File: src/rtl/axil_timer_irq_if.sv
// AXI4-Lite bus bundle between the crossbar master port and the timer peripheral.
interface axil_timer_irq_if #(
  parameter int ADDR_WIDTH = 32,
  parameter int DATA_WIDTH = 32,
  parameter int STRB_WIDTH = DATA_WIDTH / 8
);
  logic [ADDR_WIDTH-1:0] awaddr;
  logic [2:0]            awprot;
  logic                  awvalid;
  logic                  awready;
  logic [DATA_WIDTH-1:0] wdata;
  logic [STRB_WIDTH-1:0] wstrb;
  logic                  wvalid;
  logic                  wready;
  logic [1:0]            bresp;
  logic                  bvalid;
  logic                  bready;
  logic [ADDR_WIDTH-1:0] araddr;
  logic [2:0]            arprot;
  logic                  arvalid;
  logic                  arready;
  logic [DATA_WIDTH-1:0] rdata;
  logic [1:0]            rresp;
  logic                  rvalid;
  logic                  rready;

  modport master (
    output awaddr, awprot, awvalid, input awready,
    output wdata, wstrb, wvalid, input wready,
    input bresp, bvalid, output bready,
    output araddr, arprot, arvalid, input arready,
    input rdata, rresp, rvalid, output rready
  );

  modport slave (
    input awaddr, awprot, awvalid, output awready,
    input wdata, wstrb, wvalid, output wready,
    output bresp, bvalid, input bready,
    input araddr, arprot, arvalid, output arready,
    output rdata, rresp, rvalid, input rready
  );
endinterface

File: src/rtl/axil_timer_irq.sv
// AXI4-Lite timer: prescaled counter compared against COMPARE, raising a level irq
// for periodic firmware frame pacing.
module axil_timer_irq #(
  parameter int ADDR_WIDTH = 32,
  parameter int DATA_WIDTH = 32,
  parameter int STRB_WIDTH = DATA_WIDTH / 8
) (
  input  logic             aclk,
  input  logic             aresetn,
  axil_timer_irq_if.slave  s_axil,
  output logic             irq
);
  localparam logic [1:0] RESP_OKAY   = 2'b00;
  localparam logic [1:0] RESP_SLVERR = 2'b10;

  logic                  r_aw_full;
  logic [2:0]            r_aw_idx;
  logic                  r_w_full;
  logic [DATA_WIDTH-1:0] r_wdata;
  logic [STRB_WIDTH-1:0] r_wstrb;
  logic                  r_bvalid;
  logic [1:0]            r_bresp;
  logic                  r_rvalid;
  logic [DATA_WIDTH-1:0] r_rdata;
  logic [1:0]            r_rresp;

  logic                  r_en;
  logic                  r_reload;
  logic                  r_ie;
  logic                  r_pend;
  logic [DATA_WIDTH-1:0] r_count;
  logic [DATA_WIDTH-1:0] r_compare;
  logic [DATA_WIDTH-1:0] r_prescale;
  logic [DATA_WIDTH-1:0] r_pscnt;

  logic                  w_wr_fire;
  logic                  w_wr_ctrl;
  logic                  w_wr_status;
  logic                  w_wr_count;
  logic                  w_wr_compare;
  logic                  w_wr_prescale;
  logic                  w_w1c;
  logic                  w_tick;
  logic                  w_match;
  logic [DATA_WIDTH-1:0] w_rd_data;
  logic [1:0]            w_rd_resp;
  logic                  w_unused_ok;

  function automatic logic [DATA_WIDTH-1:0] f_merge(
    input logic [DATA_WIDTH-1:0] old_val,
    input logic [DATA_WIDTH-1:0] new_val,
    input logic [STRB_WIDTH-1:0] strb
  );
    logic [DATA_WIDTH-1:0] res;
    res = old_val;
    for (int b = 0; b < STRB_WIDTH; b++) begin
      if (strb[b]) res[8*b +: 8] = new_val[8*b +: 8];
    end
    return res;
  endfunction

  assign s_axil.awready = ~r_aw_full;
  assign s_axil.wready  = ~r_w_full;
  assign s_axil.bvalid  = r_bvalid;
  assign s_axil.bresp   = r_bresp;
  assign s_axil.arready = ~r_rvalid;
  assign s_axil.rvalid  = r_rvalid;
  assign s_axil.rdata   = r_rdata;
  assign s_axil.rresp   = r_rresp;

  assign w_unused_ok = ^{s_axil.awprot, s_axil.arprot,
                         s_axil.awaddr[ADDR_WIDTH-1:5], s_axil.awaddr[1:0],
                         s_axil.araddr[ADDR_WIDTH-1:5], s_axil.araddr[1:0]};

  // A write commits once both halves are latched; bvalid then blocks further accepts.
  assign w_wr_fire     = r_aw_full & r_w_full & ~r_bvalid;
  assign w_wr_ctrl     = w_wr_fire & (r_aw_idx == 3'd0);
  assign w_wr_status   = w_wr_fire & (r_aw_idx == 3'd1);
  assign w_wr_count    = w_wr_fire & (r_aw_idx == 3'd2);
  assign w_wr_compare  = w_wr_fire & (r_aw_idx == 3'd3);
  assign w_wr_prescale = w_wr_fire & (r_aw_idx == 3'd4);
  assign w_w1c         = w_wr_status & r_wstrb[0] & r_wdata[0];

  assign w_tick  = r_en & (r_pscnt == r_prescale);
  assign w_match = (r_count == r_compare);
  assign irq     = r_pend & r_ie;

  always_ff @(posedge aclk or negedge aresetn) begin
    if (!aresetn) begin
      r_aw_full <= 1'b0;
      r_aw_idx  <= '0;
      r_w_full  <= 1'b0;
      r_wdata   <= '0;
      r_wstrb   <= '0;
      r_bvalid  <= 1'b0;
      r_bresp   <= RESP_OKAY;
    end else begin
      if (s_axil.awvalid && !r_aw_full) begin
        r_aw_full <= 1'b1;
        r_aw_idx  <= s_axil.awaddr[4:2];
      end
      if (s_axil.wvalid && !r_w_full) begin
        r_w_full <= 1'b1;
        r_wdata  <= s_axil.wdata;
        r_wstrb  <= s_axil.wstrb;
      end
      if (w_wr_fire) begin
        r_bvalid <= 1'b1;
        r_bresp  <= (r_aw_idx > 3'd4) ? RESP_SLVERR : RESP_OKAY;
      end else if (r_bvalid && s_axil.bready) begin
        r_bvalid  <= 1'b0;
        r_aw_full <= 1'b0;
        r_w_full  <= 1'b0;
      end
    end
  end

  // Software writes take priority over the tick on the same register.
  always_ff @(posedge aclk or negedge aresetn) begin
    if (!aresetn) begin
      r_en       <= 1'b0;
      r_reload   <= 1'b0;
      r_ie       <= 1'b0;
      r_pend     <= 1'b0;
      r_count    <= '0;
      r_compare  <= '0;
      r_prescale <= '0;
      r_pscnt    <= '0;
    end else begin
      if (w_wr_ctrl) begin
        if (r_wstrb[0]) {r_ie, r_reload, r_en} <= r_wdata[2:0];
      end else if (w_tick && w_match && !r_reload) begin
        r_en <= 1'b0;
      end

      r_pend <= (r_pend & ~w_w1c) | (w_tick & w_match);

      if (w_wr_count) begin
        r_count <= f_merge(r_count, r_wdata, r_wstrb);
      end else if (w_tick) begin
        r_count <= w_match ? '0 : r_count + 1'b1;
      end

      if (w_wr_compare)  r_compare  <= f_merge(r_compare, r_wdata, r_wstrb);
      if (w_wr_prescale) r_prescale <= f_merge(r_prescale, r_wdata, r_wstrb);

      if (w_wr_prescale || !r_en || w_tick) begin
        r_pscnt <= '0;
      end else begin
        r_pscnt <= r_pscnt + 1'b1;
      end
    end
  end

  always_comb begin
    w_rd_data = '0;
    w_rd_resp = RESP_OKAY;
    case (s_axil.araddr[4:2])
      3'd0:    w_rd_data = {{(DATA_WIDTH-3){1'b0}}, r_ie, r_reload, r_en};
      3'd1:    w_rd_data = {{(DATA_WIDTH-1){1'b0}}, r_pend};
      3'd2:    w_rd_data = r_count;
      3'd3:    w_rd_data = r_compare;
      3'd4:    w_rd_data = r_prescale;
      default: w_rd_resp = RESP_SLVERR;
    endcase
  end

  always_ff @(posedge aclk or negedge aresetn) begin
    if (!aresetn) begin
      r_rvalid <= 1'b0;
      r_rdata  <= '0;
      r_rresp  <= RESP_OKAY;
    end else if (r_rvalid) begin
      if (s_axil.rready) r_rvalid <= 1'b0;
    end else if (s_axil.arvalid) begin
      r_rvalid <= 1'b1;
      r_rdata  <= w_rd_data;
      r_rresp  <= w_rd_resp;
    end
  end
endmodule

File: src/flat_wrapper.sv
// flat-port wrapper written by rule: the top's interface ports become plain ports
module axil_timer_irq_flat 
#(
  parameter int ADDR_WIDTH = 32,
  parameter int DATA_WIDTH = 32,
  parameter int STRB_WIDTH = DATA_WIDTH / 8
)
  (aclk, aresetn, irq, s_axil_awaddr, s_axil_awprot, s_axil_awvalid, s_axil_awready, s_axil_wdata, s_axil_wstrb, s_axil_wvalid, s_axil_wready, s_axil_bresp, s_axil_bvalid, s_axil_bready, s_axil_araddr, s_axil_arprot, s_axil_arvalid, s_axil_arready, s_axil_rdata, s_axil_rresp, s_axil_rvalid, s_axil_rready);
  axil_timer_irq_if #(.ADDR_WIDTH(ADDR_WIDTH), .DATA_WIDTH(DATA_WIDTH), .STRB_WIDTH(STRB_WIDTH)) s_axil_i ();
  input  logic aclk;
  input  logic aresetn;
  output logic irq;
  input wire logic [$bits(s_axil_i.awaddr)-1:0] s_axil_awaddr;
  input wire logic [$bits(s_axil_i.awprot)-1:0] s_axil_awprot;
  input wire logic [$bits(s_axil_i.awvalid)-1:0] s_axil_awvalid;
  output wire logic [$bits(s_axil_i.awready)-1:0] s_axil_awready;
  input wire logic [$bits(s_axil_i.wdata)-1:0] s_axil_wdata;
  input wire logic [$bits(s_axil_i.wstrb)-1:0] s_axil_wstrb;
  input wire logic [$bits(s_axil_i.wvalid)-1:0] s_axil_wvalid;
  output wire logic [$bits(s_axil_i.wready)-1:0] s_axil_wready;
  output wire logic [$bits(s_axil_i.bresp)-1:0] s_axil_bresp;
  output wire logic [$bits(s_axil_i.bvalid)-1:0] s_axil_bvalid;
  input wire logic [$bits(s_axil_i.bready)-1:0] s_axil_bready;
  input wire logic [$bits(s_axil_i.araddr)-1:0] s_axil_araddr;
  input wire logic [$bits(s_axil_i.arprot)-1:0] s_axil_arprot;
  input wire logic [$bits(s_axil_i.arvalid)-1:0] s_axil_arvalid;
  output wire logic [$bits(s_axil_i.arready)-1:0] s_axil_arready;
  output wire logic [$bits(s_axil_i.rdata)-1:0] s_axil_rdata;
  output wire logic [$bits(s_axil_i.rresp)-1:0] s_axil_rresp;
  output wire logic [$bits(s_axil_i.rvalid)-1:0] s_axil_rvalid;
  input wire logic [$bits(s_axil_i.rready)-1:0] s_axil_rready;
  assign s_axil_i.awaddr = s_axil_awaddr;
  assign s_axil_i.awprot = s_axil_awprot;
  assign s_axil_i.awvalid = s_axil_awvalid;
  assign s_axil_awready = s_axil_i.awready;
  assign s_axil_i.wdata = s_axil_wdata;
  assign s_axil_i.wstrb = s_axil_wstrb;
  assign s_axil_i.wvalid = s_axil_wvalid;
  assign s_axil_wready = s_axil_i.wready;
  assign s_axil_bresp = s_axil_i.bresp;
  assign s_axil_bvalid = s_axil_i.bvalid;
  assign s_axil_i.bready = s_axil_bready;
  assign s_axil_i.araddr = s_axil_araddr;
  assign s_axil_i.arprot = s_axil_arprot;
  assign s_axil_i.arvalid = s_axil_arvalid;
  assign s_axil_arready = s_axil_i.arready;
  assign s_axil_rdata = s_axil_i.rdata;
  assign s_axil_rresp = s_axil_i.rresp;
  assign s_axil_rvalid = s_axil_i.rvalid;
  assign s_axil_i.rready = s_axil_rready;
  axil_timer_irq #(.ADDR_WIDTH(ADDR_WIDTH), .DATA_WIDTH(DATA_WIDTH), .STRB_WIDTH(STRB_WIDTH)) u_core (.aclk(aclk), .aresetn(aresetn), .s_axil(s_axil_i), .irq(irq));
endmodule
File: config.mk
export PLATFORM = sky130hd
export DESIGN_NAME = axil_timer_irq_flat
export DESIGN_NICKNAME = d
export VERILOG_FILES = /design/src/rtl/axil_timer_irq_if.sv /design/src/rtl/axil_timer_irq.sv /design/src/flat_wrapper.sv
export SDC_FILE = /design/constraint.sdc
export NUM_CORES = 1
export LEC_CHECK = 0
export CORE_MARGIN = 2
export CORE_UTILIZATION = 50
export DETAILED_ROUTE_END_ITERATION = 6
export MAX_ROUTING_LAYER = met4
export PLACE_DENSITY_LB_ADDON = 0.15
export SETUP_SLACK_MARGIN = 0.4
export SLEW_MARGIN = 20
export SYNTH_ARGS = -nofsm -noshare
export SYNTH_HDL_FRONTEND = slang
export SYNTH_SLANG_ARGS = --single-unit
export TNS_END_PERCENT = 100
File: constraint.sdc
create_clock -name aclk -period 2.72 [get_ports aclk]
set_input_delay 0.68 -clock aclk [delete_from_list [all_inputs] [get_ports aclk]]
set_output_delay 0.68 -clock aclk [all_outputs]
set_load 0.01 [all_outputs]
Word-level counts from Yosys, hierarchy flattened
Index checks and enable logic that the tools add are counted.

Register bits: 211. Logic and storage cells: 121. Output and inout port bits: 42.

$add $sub $neg: 2. Reductions and logical operators: 32. $lt $le $gt $ge: 1. Bitwise logic cells: 19. Multiplexer cells: 25. Eq/ne operators: 15.

Operators with widths (count): one-hot mux 32 bit (5 select lines) (1); two-way mux 32 bit (4); adder 32 x 1 -> 32 bit, second input constant (2); == test 32 bit (2); two-way mux 8 bit (4); AND reduction 2 bit (15); two-way mux 1 bit (14); bitwise AND 1 bit (13); == test 3 x 2 -> 1 bit, second input constant (4); inequality test 2 x 1 -> 1 bit, second input constant (5); == test 3 x 1 -> 1 bit, second input constant (2); == test 3 bit, second input constant (2); zero test 3 bit (2); nonzero test 2 bit (3); logical AND 1 bit (5); NOT 1 bit (5); OR reduction 5 bit (1); zero test 1 bit (4); two-way mux 2 bit (2); greater-than comparator 3 bit, second input constant (1); logical OR 1 bit (2); OR 1 bit (1).

Longest topological paths before layout
Gate-level depths: netlist (run 1).

Depth after elaboration: 8. Mapped depth: 9. Gate-level depth less buffers: 7.

Worst setup path after synthesis (run 1)
No wires, ideal clock.

Path type: register to register. From: register u_core.r_pscnt[3]. To: register u_core.r_count[0]. Data arrival time: 2.139 ns. Path slack: 0.456 ns. Stages on the path, launching flop included: 8. Path buffers: 1. Data required time: 2.595 ns. Setup time: 0.125 ns. Cells stage by stage: dfrtp_1 > xnor2_1 > nand2_1 > or4_4 > nor4_4 > or2_2 > buf_2 > mux2_2.

Longest elaborated chain between the ends: 4.

RTL lines: start, declared (RTL line axil_timer_irq.sv:34) `logic [DATA_WIDTH-1:0] r_pscnt;`; start signal, assigned (RTL line axil_timer_irq.sv:150) `r_pscnt <= r_pscnt + 1'b1;`; == test 32 bit (RTL line axil_timer_irq.sv:84) `assign w_tick = r_en & (r_pscnt == r_prescale);`; bitwise AND 1 bit (RTL line axil_timer_irq.sv:84); nonzero test 2 bit (no line); AND reduction 2 bit (no line); end signal, assigned (RTL line axil_timer_irq.sv:139) `r_count <= f_merge(r_count, r_wdata, r_wstrb);`; end signal, assigned (RTL line axil_timer_irq.sv:141) `r_count <= w_match ? '0 : r_count + 1'b1;`; end, declared (RTL line axil_timer_irq.sv:31) `logic [DATA_WIDTH-1:0] r_count;`.

No other way between the ends. A chain may end at the register's enable or synchronous reset.

Worst setup path in the final report (run 1)
From: register u_core.r_pscnt[7]. To: register u_core.r_count[21].

The elaborated chain is that of the path after synthesis.

==> flow_metrics.tcl, run 1 <==
set metrics [dict create \
    status "finished, final reports clean" \
    synth_cell_types 55 \
    grt_setup_unrepaired "yes" \
    ir_worst_vdd_mv 0.6746 \
    start_util_pct 50.56 \
    setup_violations 0 \
    arrival_ps 2820 \
    worstPathBufferInverterCount 3 \
    overflow 0 \
    syn2layout_area_growth_pct 25.01 \
    cp_top_family "simple AND/OR/NAND/NOR gates" \
    finClkSkew_ps 17.86 \
    ys_ff_latch 209 \
    drive_above_1_share_pct 21.41 \
    die_y_microns 149.1 \
    hold_viol 0 \
    syn_avg_cell_area_sq_um 10.53 \
    place_inst 1352 \
    grt_max_degree 60 \
    hold_class "primary input to async pin" \
    leakagePower_nw 5.738 \
    r2r_cells 9 \
    r2r_slack_ps 290 \
    cts_tree "done" \
    hpwl_microns 20920 \
    die_area_sq_mm 0.02223 \
    gp_congestion 0.9225 \
    cp_data_required_time_ps 3110 \
    drtAntennaViolNets 0 \
    clockRootBuffer "clkbuf_16" \
    drt-total-wl_microns 29980 \
    fin_crit_sh_pct 89.31 \
    fin_tns_setup_ps 0 \
    rr_endpoint "u_core.r_count[21]$_DFFE_PN0P_" \
    p_total_mw 12.27 \
    drt_iter0_drc 633 \
    critical-path-slowest-cell "dfrtp_2" \
    max-clock-path-buffers 3 \
    yosys_most_used_dff "dfrtp_1" \
    htreeDepth 1 \
    crit_fanout 5 \
    drc 0 \
    mostFrequentLayoutCells "dfrtp_1, mux2_2, nor2_1" \
    critPathMaxStageDelay_ps 440 \
    powerDensity_mw_per_mm2 932.3 \
    io_buffers 88 \
    grt_pass1_wl_microns 46090 \
    drv_cap 0 \
    crit_chain "xor2_1 -> nor4_2 -> nand4_1 -> nor4_4 -> buf_4 -> buf_12 -> clkbuf_16 -> o22ai_1 -> a221o_1" \
    syn_area_sq_mm 0.01053 \
    antenna_cells 0 \
    die_x_microns 149.1 \
    fmax_ghz 0.4116 \
    cp-end-kind "flop" \
    track_usage_pct 27.80 \
    startpoint_type "flop" \
    yosys_warnings 0 \
    finalNonFillerCells 1410 \
    worst-setup-path-type "flop to flop" \
    slew_headroom_pct 62.71 \
    cts.sinks 209 \
    period_needed_ps 2429 \
    r2r_start "u_core.r_pscnt[7]$_DFF_PN0_" \
    antenna_found_initial 0 \
    finalMaxSlewViolations 0 \
    insertion_delay_ps 520 \
    fin_nets 1236 \
    final_common_cell "dfrtp_1" \
    row_count 53 \
    async_reset_ff_share_pct 100.0 \
    yosysSeqAreaShare_pct 49.68 \
    pin_count 155 \
    viasPerCell 5.931 \
    cts_buffers 24 \
    firstDrtPassIters 5 \
    wl_per_cell_microns 21.26 \
    syn_inst 1000 \
    synth_edf_count 0 \
    core_sq_mm 0.02082 \
    grt_pass1_vias 8022 \
    tightestPinTransition_ps 554.3 \
    clk_pin_slew_ps 60 \
    vias 8363 \
]
area by class of cell:
cell class                      count  area [sq um]
Inverter                           23         86.33
Fill cell                        1724          7662
Clock inverter                      8         98.84
Sequential cell                   209          5234
Tap cell                          275         344.1
Multi-Input combinational cell    713          5102
Timing Repair Buffer              150          1603
Clock buffer                       32         691.9
layer usage:
metal	part of all wire, %	track usage (%)	wire (microns)	vias up
met3	6.3	3.180	1876	56
met1	44	39.29	13310	4174
met4	3.3	9.000	989	0
met5	0	-	0	-
met2	46	42.28	13800	312
li1	-	-	-	3821
worst max-delay path by stage:
stage	startpoint	depth (start not counted)	endpoint
CTS	u_core.r_prescale[29]$_DFFE_PN0P_	7	u_core.r_count[29]$_DFFE_PN0P_
detailed placement	u_core.r_pscnt[7]$_DFF_PN0_	7	u_core.r_count[0]$_DFFE_PN0P_
floorplan	u_core.r_pscnt[3]$_DFF_PN0_	7	u_core.r_count[0]$_DFFE_PN0P_
global route	u_core.r_pscnt[7]$_DFF_PN0_	9	u_core.r_count[13]$_DFFE_PN0P_
finish	u_core.r_pscnt[7]$_DFF_PN0_	9	u_core.r_count[21]$_DFFE_PN0P_
global placement	u_core.r_pscnt[7]$_DFF_PN0_	7	u_core.r_count[0]$_DFFE_PN0P_
synth_stat cells (all sizes together) (2+ instances only):
| library cell | instances | area share, % |
|---|---|---|
| and2 | 8 | 0.48 |
| a22oi | 2 | 0.14 |
| clkbuf | 40 | 1.4 |
| buf | 16 | 0.82 |
| o31ai | 7 | 0.50 |
| inv | 23 | 0.82 |
| or2 | 5 | 0.30 |
| a32o | 8 | 0.76 |
| nand2 | 85 | 3.0 |
| mux2 | 106 | 11 |
| nor3 | 19 | 0.90 |
| and3 | 14 | 0.83 |
| mux2i | 31 | 2.9 |
| dfrtp | 209 | 50 |
| nor4 | 29 | 2.0 |
| ha | 2 | 0.24 |
| o41ai | 4 | 0.33 |
| xnor2 | 30 | 2.5 |
| o21a | 2 | 0.14 |
| a22o | 12 | 1.0 |
| xor2 | 61 | 5.1 |
| or4 | 2 | 0.18 |
| a21oi | 35 | 1.7 |
| a221o | 9 | 0.86 |
| nand3 | 28 | 1.3 |
| a21o | 8 | 0.57 |
| and4 | 4 | 0.33 |
| nor2 | 94 | 3.4 |
| a31oi | 2 | 0.12 |
| o22ai | 17 | 1.0 |
| o2bb2ai | 14 | 1.2 |
| nand4 | 13 | 0.77 |
| o21ai | 43 | 2.1 |
| nor2b | 5 | 0.30 |
kinds of logic (layout without fill, tap and decap cells):
family / after synthesis / in the layout / share of synthesized area (%)
AND/OR/NAND/NOR: 312 / 312 / 14.27
flip-flops: 209 / 209 / 49.68
AO/OA/AOI/OAI: 169 / 169 / 10.84
multiplexers: 137 / 137 / 14.29
XOR/XNOR: 91 / 91 / 7.571
buffers and inverters: 79 / 213 / 3.078
adder cells (fa/ha/maj): 2 / 2 / 0.2377
other: 1 / 2 / 0.03562
what timing repair did:
action                                  4_1_cts  5_1_grt
cloned                                        3        3
buffers inserted                              7        5
endpoints found under the setup margin       65       65
pin swaps                                     6        5
hold buffers                                  0        0
resized for setup                            17       13
stage by stage:
step,instance area (sq um),util [%],hold slack (ps),worst slack [ps]
6_report,13160,63.20,158.8,290.7
5_1_grt,13160,63.20,185.9,187.2
4_1_cts,12990,62.37,157.9,259.9
3_5_place_dp,11980,57.52,470.3,84.67
3_3_place_gp,11980,57.52,463.7,67.53
2_1_floorplan,10530,-,384.4,456.5
sequential cells by signal (all words and copies together) (netlist names):
| name | flops |
|---|---|
| u_core.s_axil.rdata | 32 |
| u_core.s_axil.bvalid | 1 |
| u_core.r_wdata | 32 |
| u_core.r_aw_full | 1 |
| u_core.r_en | 1 |
| u_core.r_compare | 32 |
| u_core.r_prescale | 32 |
| u_core.r_count | 32 |
| u_core.s_axil.bresp | 1 |
| u_core.r_w_full | 1 |
| u_core.r_wstrb | 4 |
| u_core.r_pscnt | 32 |
| u_core.s_axil.rvalid | 1 |
| u_core.r_ie | 1 |
| u_core.s_axil.rresp | 1 |
| u_core.r_aw_idx | 3 |
| u_core.r_pend | 1 |
| u_core.r_reload | 1 |
where the power goes:
group	total [mW]	switching [mW]	internal [mW]
Clock	3.25	1.29	1.96
Sequential	5.53	1.40	4.13
Combinational	3.49	1.61	1.88
No activity file was read; power rests on OpenSTA's default activity.
==> run 2: changes to the inputs <==
==> constraint.sdc (replaced) <==
create_clock -name aclk -period 2.07 [get_ports aclk]
set_input_delay 0.5175 -clock aclk [delete_from_list [all_inputs] [get_ports aclk]]
set_output_delay 0.5175 -clock aclk [all_outputs]
set_load 0.01 [all_outputs]
==> run 2 against run 1 <==
The flow now finishes with violations (negative setup slack). Die area unchanged. Flip-flop and latch count did not move. Global-route usage is 2.2 points higher. Clock skew is 0.77 ps lower. Critical endpoint is now u_core.r_count[7]$_DFFE_PN0P_. Largest cell class is now multi-input combinational cells. Largest power group is now combinational cells.
==> flow_metrics.tcl, run 2 (same netlist as run 1, synthesis figures left out) <==
set metrics [dict create \
    critPathMaxStageDelay_ps 420 \
    status "finished with violations" \
    cts.sinks 209 \
    antenna_cells 0 \
    final.fill_count 1431 \
    die_area_sq_mm 0.02223 \
    timing.hold.ws_ps 476.6 \
    gp_congestion 0.9082 \
    arrival_ps 2790 \
    hold_viol 0 \
    grt_max_degree 53 \
    slew_headroom_pct 61.61 \
    drt_iter0_drc 790 \
    cp_data_required_time_ps 2470 \
    startpoint_type "flop" \
    place_area_sq_mm 0.01328 \
    crit_fanout 11 \
    worstPathBufferInverterCount 2 \
    die_y_microns 149.1 \
    violations "negative setup slack" \
    grt_pass1_vias 8828 \
    mostFrequentLayoutCells "dfrtp_1, buf_4, nand2_1" \
    cp-end-kind "flop" \
    syn2layout_area_growth_pct 44.49 \
    tightestPinTransition_ps 570.6 \
    powerDensity_mw_per_mm2 1236 \
    drc 0 \
    finalNonFillerCells 1588 \
    max-clock-path-buffers 3 \
    fin_crit_sh_pct 115.3 \
    crit_chain "xor2_1 -> nor4_1 -> nand4_1 -> buf_4 -> o21ai_4 -> buf_4 -> o22ai_2 -> a221o_1" \
    fin_nets 1412 \
    setup_violations 66 \
    viasPerCell 5.795 \
    wl_per_cell_microns 21.44 \
    io_buffers 88 \
    layout_setup_ws_ps -317.3 \
    pin_count 155 \
    clockRootBuffer "clkbuf_16" \
    vias 9202 \
    pre_cts_ws_ps -335.4 \
    period_needed_ps 2387 \
    worst_path_most_repeated_cell "buf_4" \
    start_util_pct 50.56 \
    finClkSkew_ps 17.09 \
    place_inst 1511 \
    cp_top_family "simple AND/OR/NAND/NOR gates" \
    clk_pin_slew_ps 60 \
    track_usage_pct 30.03 \
    die_x_microns 149.1 \
    insertion_delay_ps 520 \
    grt_pass1_wl_microns 49890 \
    grt_setup_unrepaired "yes" \
    cts_tree "done" \
    drt-total-wl_microns 34040 \
    core_sq_mm 0.02082 \
    drv_cap 0 \
    hold_class "flop to flop" \
    row_count 53 \
    postLayoutCellArea_sq_mm 0.01521 \
    drive_above_1_share_pct 39.38 \
    antenna_found_initial 0 \
    finalMaxSlewViolations 0 \
    ir_worst_vdd_mv 0.6701 \
    cts_buffers 23 \
    fmax_ghz 0.4189 \
    htreeDepth 1 \
    hpwl_microns 23250 \
    drtAntennaViolNets 0 \
    overflow 0 \
    leakagePower_nw 7.151 \
    firstDrtPassIters 6 \
    critical-path-slowest-cell "dfrtp_1" \
    p_total_mw 18.79 \
    final_common_cell "dfrtp_1" \
    worst-setup-path-type "flop to flop" \
]
## run 2: cell count changes in the layout (fill, tap and decap cells not counted), sizes merged
| cell | before | now |
|---|---|---|
| inv | 23 | 24 |
| bufinv | 2 | 5 |
| clkdlybuf4s50 | 86 | 46 |
| clkdlybuf4s15 | 0 | 2 |
| clkinvlp | 2 | 0 |
| clkbuf | 36 | 59 |
| buf | 60 | 252 |
| dlygate4sd3 | 0 | 1 |
| clkinv | 4 | 2 |
## run 2: routing by layer
metal	routed length [microns]	share of wire [%]	global-route usage (%)	vias to the layer above
li1	-	-	-	4158
met5	0	0	-	-
met3	2259	6.6	4.740	77
met4	877	2.6	7.143	0
met2	16250	48	46.24	375
met1	14650	43	42.18	4592
## run 2: repair_timing
action / 4_1_cts / 5_1_grt
endpoints found under the setup margin: 138 / 163
resized for setup: 203 / 153
pin swaps: 15 / 53
gates cloned: 2 / 5
hold endpoints to repair: 44 / 0
hold buffers: 1 / 0
setup buffers: 17 / 11
## run 2: path summary, 6_finish.rpt
kind / cells past startpoint / end / slack (ps) / startpoint
min reg2reg: 2 / u_core.s_axil.rdata[8]$_DFFE_PN0P_ / 480 / u_core.s_axil.rdata[8]$_DFFE_PN0P_
max reg2reg: 8 / u_core.r_count[7]$_DFFE_PN0P_ / -320 / u_core.r_compare[17]$_DFFE_PN0P_
max in group asynchronous: 3 / u_core.r_count[21]$_DFFE_PN0P_ / 870 / aresetn
min in group asynchronous: 2 / u_core.s_axil.rdata[5]$_DFFE_PN0P_ / 520 / aresetn
max: 8 / u_core.r_count[7]$_DFFE_PN0P_ / -320 / u_core.r_compare[17]$_DFFE_PN0P_
min: 2 / u_core.s_axil.rdata[8]$_DFFE_PN0P_ / 480 / u_core.s_axil.rdata[8]$_DFFE_PN0P_
## run 2: area by class of cell
cell class / instances / area (sq um) / share of cell area (%)
inverters: 23 / 91.34 / 0.6005
multi-input cells: 713 / 5758 / 37.85
clock inverters: 8 / 168.9 / 1.110
repair buffers: 327 / 2944 / 19.36
clock buffers: 33 / 673.1 / 4.425
well taps: 275 / 344.1 / 2.262
flip-flops and latches: 209 / 5231 / 34.39
## run 2: worst min-delay path: cells and delay by family (launching register included)
| family | cells | cell delay, ps |
|---|---|---|
| DFF | 1 | 340 |
| AOI/OAI and AO/OA | 1 | 60 |
| and+or+nand+nor | 1 | 40 |
## run 2: metrics by stage
step                TNS [ps]  utilization, %
floorplan              -1202               -
CTS                   -10930           70.41
finish                -13420           73.05
detailed placement    -16870           63.78
global placement      -18030           63.78
global route          -19250           73.05
## run 2: power breakdown
part,switching [mW],leakage [nW],internal [mW]
Sequential,1.60,2.71,5.42
Combinational,3.24,4.03,3.93
Clock,1.72,0.414,2.88
Total,6.57,7.15,12.2
==> run 3: changes to the inputs <==
--- a/config.mk
+++ b/config.mk
@@ -5,13 +5,14 @@
 export SDC_FILE = /design/constraint.sdc
 export NUM_CORES = 1
 export LEC_CHECK = 0
+export ABC_AREA = 1
 export CORE_MARGIN = 2
 export CORE_UTILIZATION = 50
 export DETAILED_ROUTE_END_ITERATION = 6
 export MAX_ROUTING_LAYER = met4
 export PLACE_DENSITY_LB_ADDON = 0.15
 export SETUP_SLACK_MARGIN = 0.4
-export SLEW_MARGIN = 20
+export SLEW_MARGIN = 15
 export SYNTH_ARGS = -nofsm -noshare
 export SYNTH_HDL_FRONTEND = slang
 export SYNTH_SLANG_ARGS = --single-unit
==> run 3 against run 2 <==
The flow now finishes without violations. Sequential power increased by 4.7%. First-iteration DRC count increased by 16%. Critical path depth increased by 1. Maximum frequency increased by 24%. Final area decreased by 0.64%. Critical path type unchanged. Critical endpoint is now u_core.r_pscnt[29]$_DFF_PN0_. Largest power group is now sequential cells.
==> flow_metrics.tcl, run 3 <==
set metrics [dict create \
    synth_cell_types 44 \
    synth_top_area_share_pct 44.52 \
    antenna_cells 0 \
    yosys_warnings 0 \
    status "finished, final reports clean" \
    max-clock-path-buffers 3 \
    dr_wl_met2_microns 17980 \
    fin_tns_setup_ps 0 \
    p_total_mw 18.82 \
    async_reset_ff_share_pct 100.0 \
    htreeDepth 1 \
    track_usage_pct 32.68 \
    start_util_pct 50.51 \
    arrival_ps 2330 \
    setup_violations 0 \
    io_buffers 88 \
    crit_start "u_core.r_pscnt[29]$_DFF_PN0_" \
    hpwl_microns 28880 \
    mostFrequentLayoutCells "nand2_1, dfrtp_1, nor2_1" \
    syn2layout_area_growth_pct 28.64 \
    ir_worst_vdd_mv 0.7886 \
    synth_edf_count 0 \
    die_x_microns 157.3 \
    r2r_start "u_core.r_pscnt[29]$_DFF_PN0_" \
    finClkSkew_ps 5.585 \
    die_area_sq_mm 0.02474 \
    ys_ff_latch 209 \
    grt_setup_unrepaired "yes" \
    hold_class "flop to flop" \
    critical_path_depth 9 \
    clk_pin_slew_ps 60 \
    timing.hold.ws_ps 479.0 \
    row_count 56 \
    antenna_found_initial 0 \
    leakagePower_nw 7.354 \
    finalMaxSlewViolations 0 \
    cp-end-kind "flop" \
    syn_area_sq_mm 0.01175 \
    gp_congestion 1.014 \
    crit_fanout 16 \
    ys_top_cells_by_count "nand2_1, dfrtp_1, nor2_1" \
    synth_area_leaders "dfrtp_1, nand2_1, nor2_1, inv_1, nand3_1" \
    wl_per_cell_microns 17.95 \
    cp_data_required_time_ps 2460 \
    critPathMaxStageDelay_ps 400 \
    r2r_cells 9 \
    fin_nets 1963 \
    drc 0 \
    hold_viol 0 \
    clockRootBuffer "clkbuf_16" \
    startpoint_type "flop" \
    fin_crit_sh_pct 93.31 \
    yosysMostFrequentCell "nand2_1" \
    cp_top_family "simple AND/OR/NAND/NOR gates" \
    firstDrtPassIters 5 \
    crit_end "u_core.r_pscnt[29]$_DFF_PN0_" \
    syn_avg_cell_area_sq_um 7.052 \
    drt_iter0_drc 920 \
    crit_chain "inv_1 -> or2_2 -> nand4_1 -> nor2_1 -> nand3b_1 -> o21ai_4 -> buf_4 -> buf_12 -> nor2_1" \
    fmax_ghz 0.5177 \
    vias 11555 \
    rr_endpoint "u_core.r_pscnt[29]$_DFF_PN0_" \
    die_y_microns 157.3 \
    drive_above_1_share_pct 17.55 \
    worstPathBufferInverterCount 3 \
    worst_path_most_repeated_cell "nor2_1" \
    wl_met1_microns 16920 \
    r2r_slack_ps 140 \
    syn_inst 1666 \
    viasPerCell 5.296 \
    final_common_cell "nand2_1" \
    yosysSeqAreaShare_pct 44.52 \
    yosysTopAreaCell "dfrtp_1" \
    period_needed_ps 1932 \
    cts_buffers 23 \
    grt_pass1_vias 10938 \
    routed.top_layer "met4" \
    grt_pass1_wl_microns 59930 \
    cts.sinks 209 \
    pin_count 155 \
    critical-path-slowest-cell "dfrtp_1" \
    worst-setup-path-type "flop to flop" \
    core_sq_mm 0.02326 \
    overflow 0 \
    met3_length_microns 2960 \
    cts_tree "done" \
    grt_max_degree 53 \
    drtAntennaViolNets 0 \
    insertion_delay_ps 510 \
    drv_cap 0 \
    yosys_most_used_dff "dfrtp_1" \
    powerDensity_mw_per_mm2 1245 \
    drt-total-wl_microns 39180 \
]
## run 3: cell count changes after synthesis, sizes merged, moves of 13 or more
cell | previous run | this run
mux2 | 106 | 5
mux2i | 31 | 0
nor2 | 94 | 203
nand2 | 85 | 582
nand3 | 28 | 98
a21oi | 35 | 58
nor4 | 29 | 1
and3 | 14 | 1
o2bb2ai | 14 | 0
inv | 23 | 189
o21ai | 43 | 112
buf | 16 | 36
xor2 | 61 | 30
## run 3: how the worst min path moves through the flow
stage / from / endpoint / cells after the start
floorplan: aresetn / u_core.r_aw_full$_DFF_PN0_ / 0
global placement: u_core.s_axil.rdata[16]$_DFFE_PN0P_ / u_core.s_axil.rdata[16]$_DFFE_PN0P_ / 2
detailed placement: aresetn / u_core.r_count[5]$_DFFE_PN0P_ / 1
CTS: u_core.s_axil.rdata[16]$_DFFE_PN0P_ / u_core.s_axil.rdata[16]$_DFFE_PN0P_ / 2
global route: u_core.s_axil.rdata[20]$_DFFE_PN0P_ / u_core.s_axil.rdata[20]$_DFFE_PN0P_ / 2
finish: u_core.s_axil.rdata[16]$_DFFE_PN0P_ / u_core.s_axil.rdata[16]$_DFFE_PN0P_ / 2
## run 3: cell families after synthesis
| logic type | after synthesis | synth area share, % |
|---|---|---|
| AOI/OAI and AO/OA | 192 | 8.605 |
| xor gates and xnor gates | 61 | 4.547 |
| adders and majority gates | 2 | 0.2130 |
| buffers and inverters | 255 | 8.679 |
| DFF | 209 | 44.52 |
| muxes | 5 | 0.4792 |
| other | 1 | 0.03192 |
| and+or+nand+nor | 941 | 32.93 |
## run 3: where the power goes
group	switching, mW	total (mW)	internal (mW)	leakage (nW)
Combinational	4.11	7.16	3.05	4.29
Clock	1.68	4.30	2.62	0.394
Sequential	1.78	7.36	5.58	2.67
## run 3: cell type report
cell class                      count  area, sq um
Multi-Input combinational cell   1204         5818
Tap cell                          319        399.1
Clock inverter                     10        131.4
Timing Repair Buffer              218         2110
Inverter                          191        732.0
Sequential cell                   209         5256
Fill cell                        2106         8149
Clock buffer                       30        661.9
Timing Repair inverter              1        5.005
## run 3: timing repair
action | CTS | global route
endpoints found under the setup margin | 141 | 156
pin swaps | 13 | 20
hold buffers | 1 | 0
buffers inserted | 22 | 21
endpoints found under the hold margin | 34 | 0
resized for setup | 147 | 92
cloned | 2 | 4
## run 3: metrics by stage
step | util [%] | cells | cell area [sq um] | setup slack (ps)
final | 64.97 | 2182 | 15110 | 138.5
after global routing | 64.97 | 2182 | 15110 | 109.2
after CTS | 62.97 | 2157 | 14650 | 243.3
after detailed placement | 57.91 | 2092 | 13470 | -130.9
after global placement | 57.91 | 2092 | 13470 | -123.5
after floorplan | - | 1667 | 11750 | 436.3
## run 3: routing by layer
layer  up-vias  GRT usage (%)
met5         -              -
met4         0          9.437
met3        79          3.937
met2       433          50.07
met1      5464          45.99
li1       5579              -
## run 3: tightest hold or removal path, stage by stage (launching register included)
cell and delay [ps]:
dfrtp_1 340, nand2_1 50, o21ai_0 50
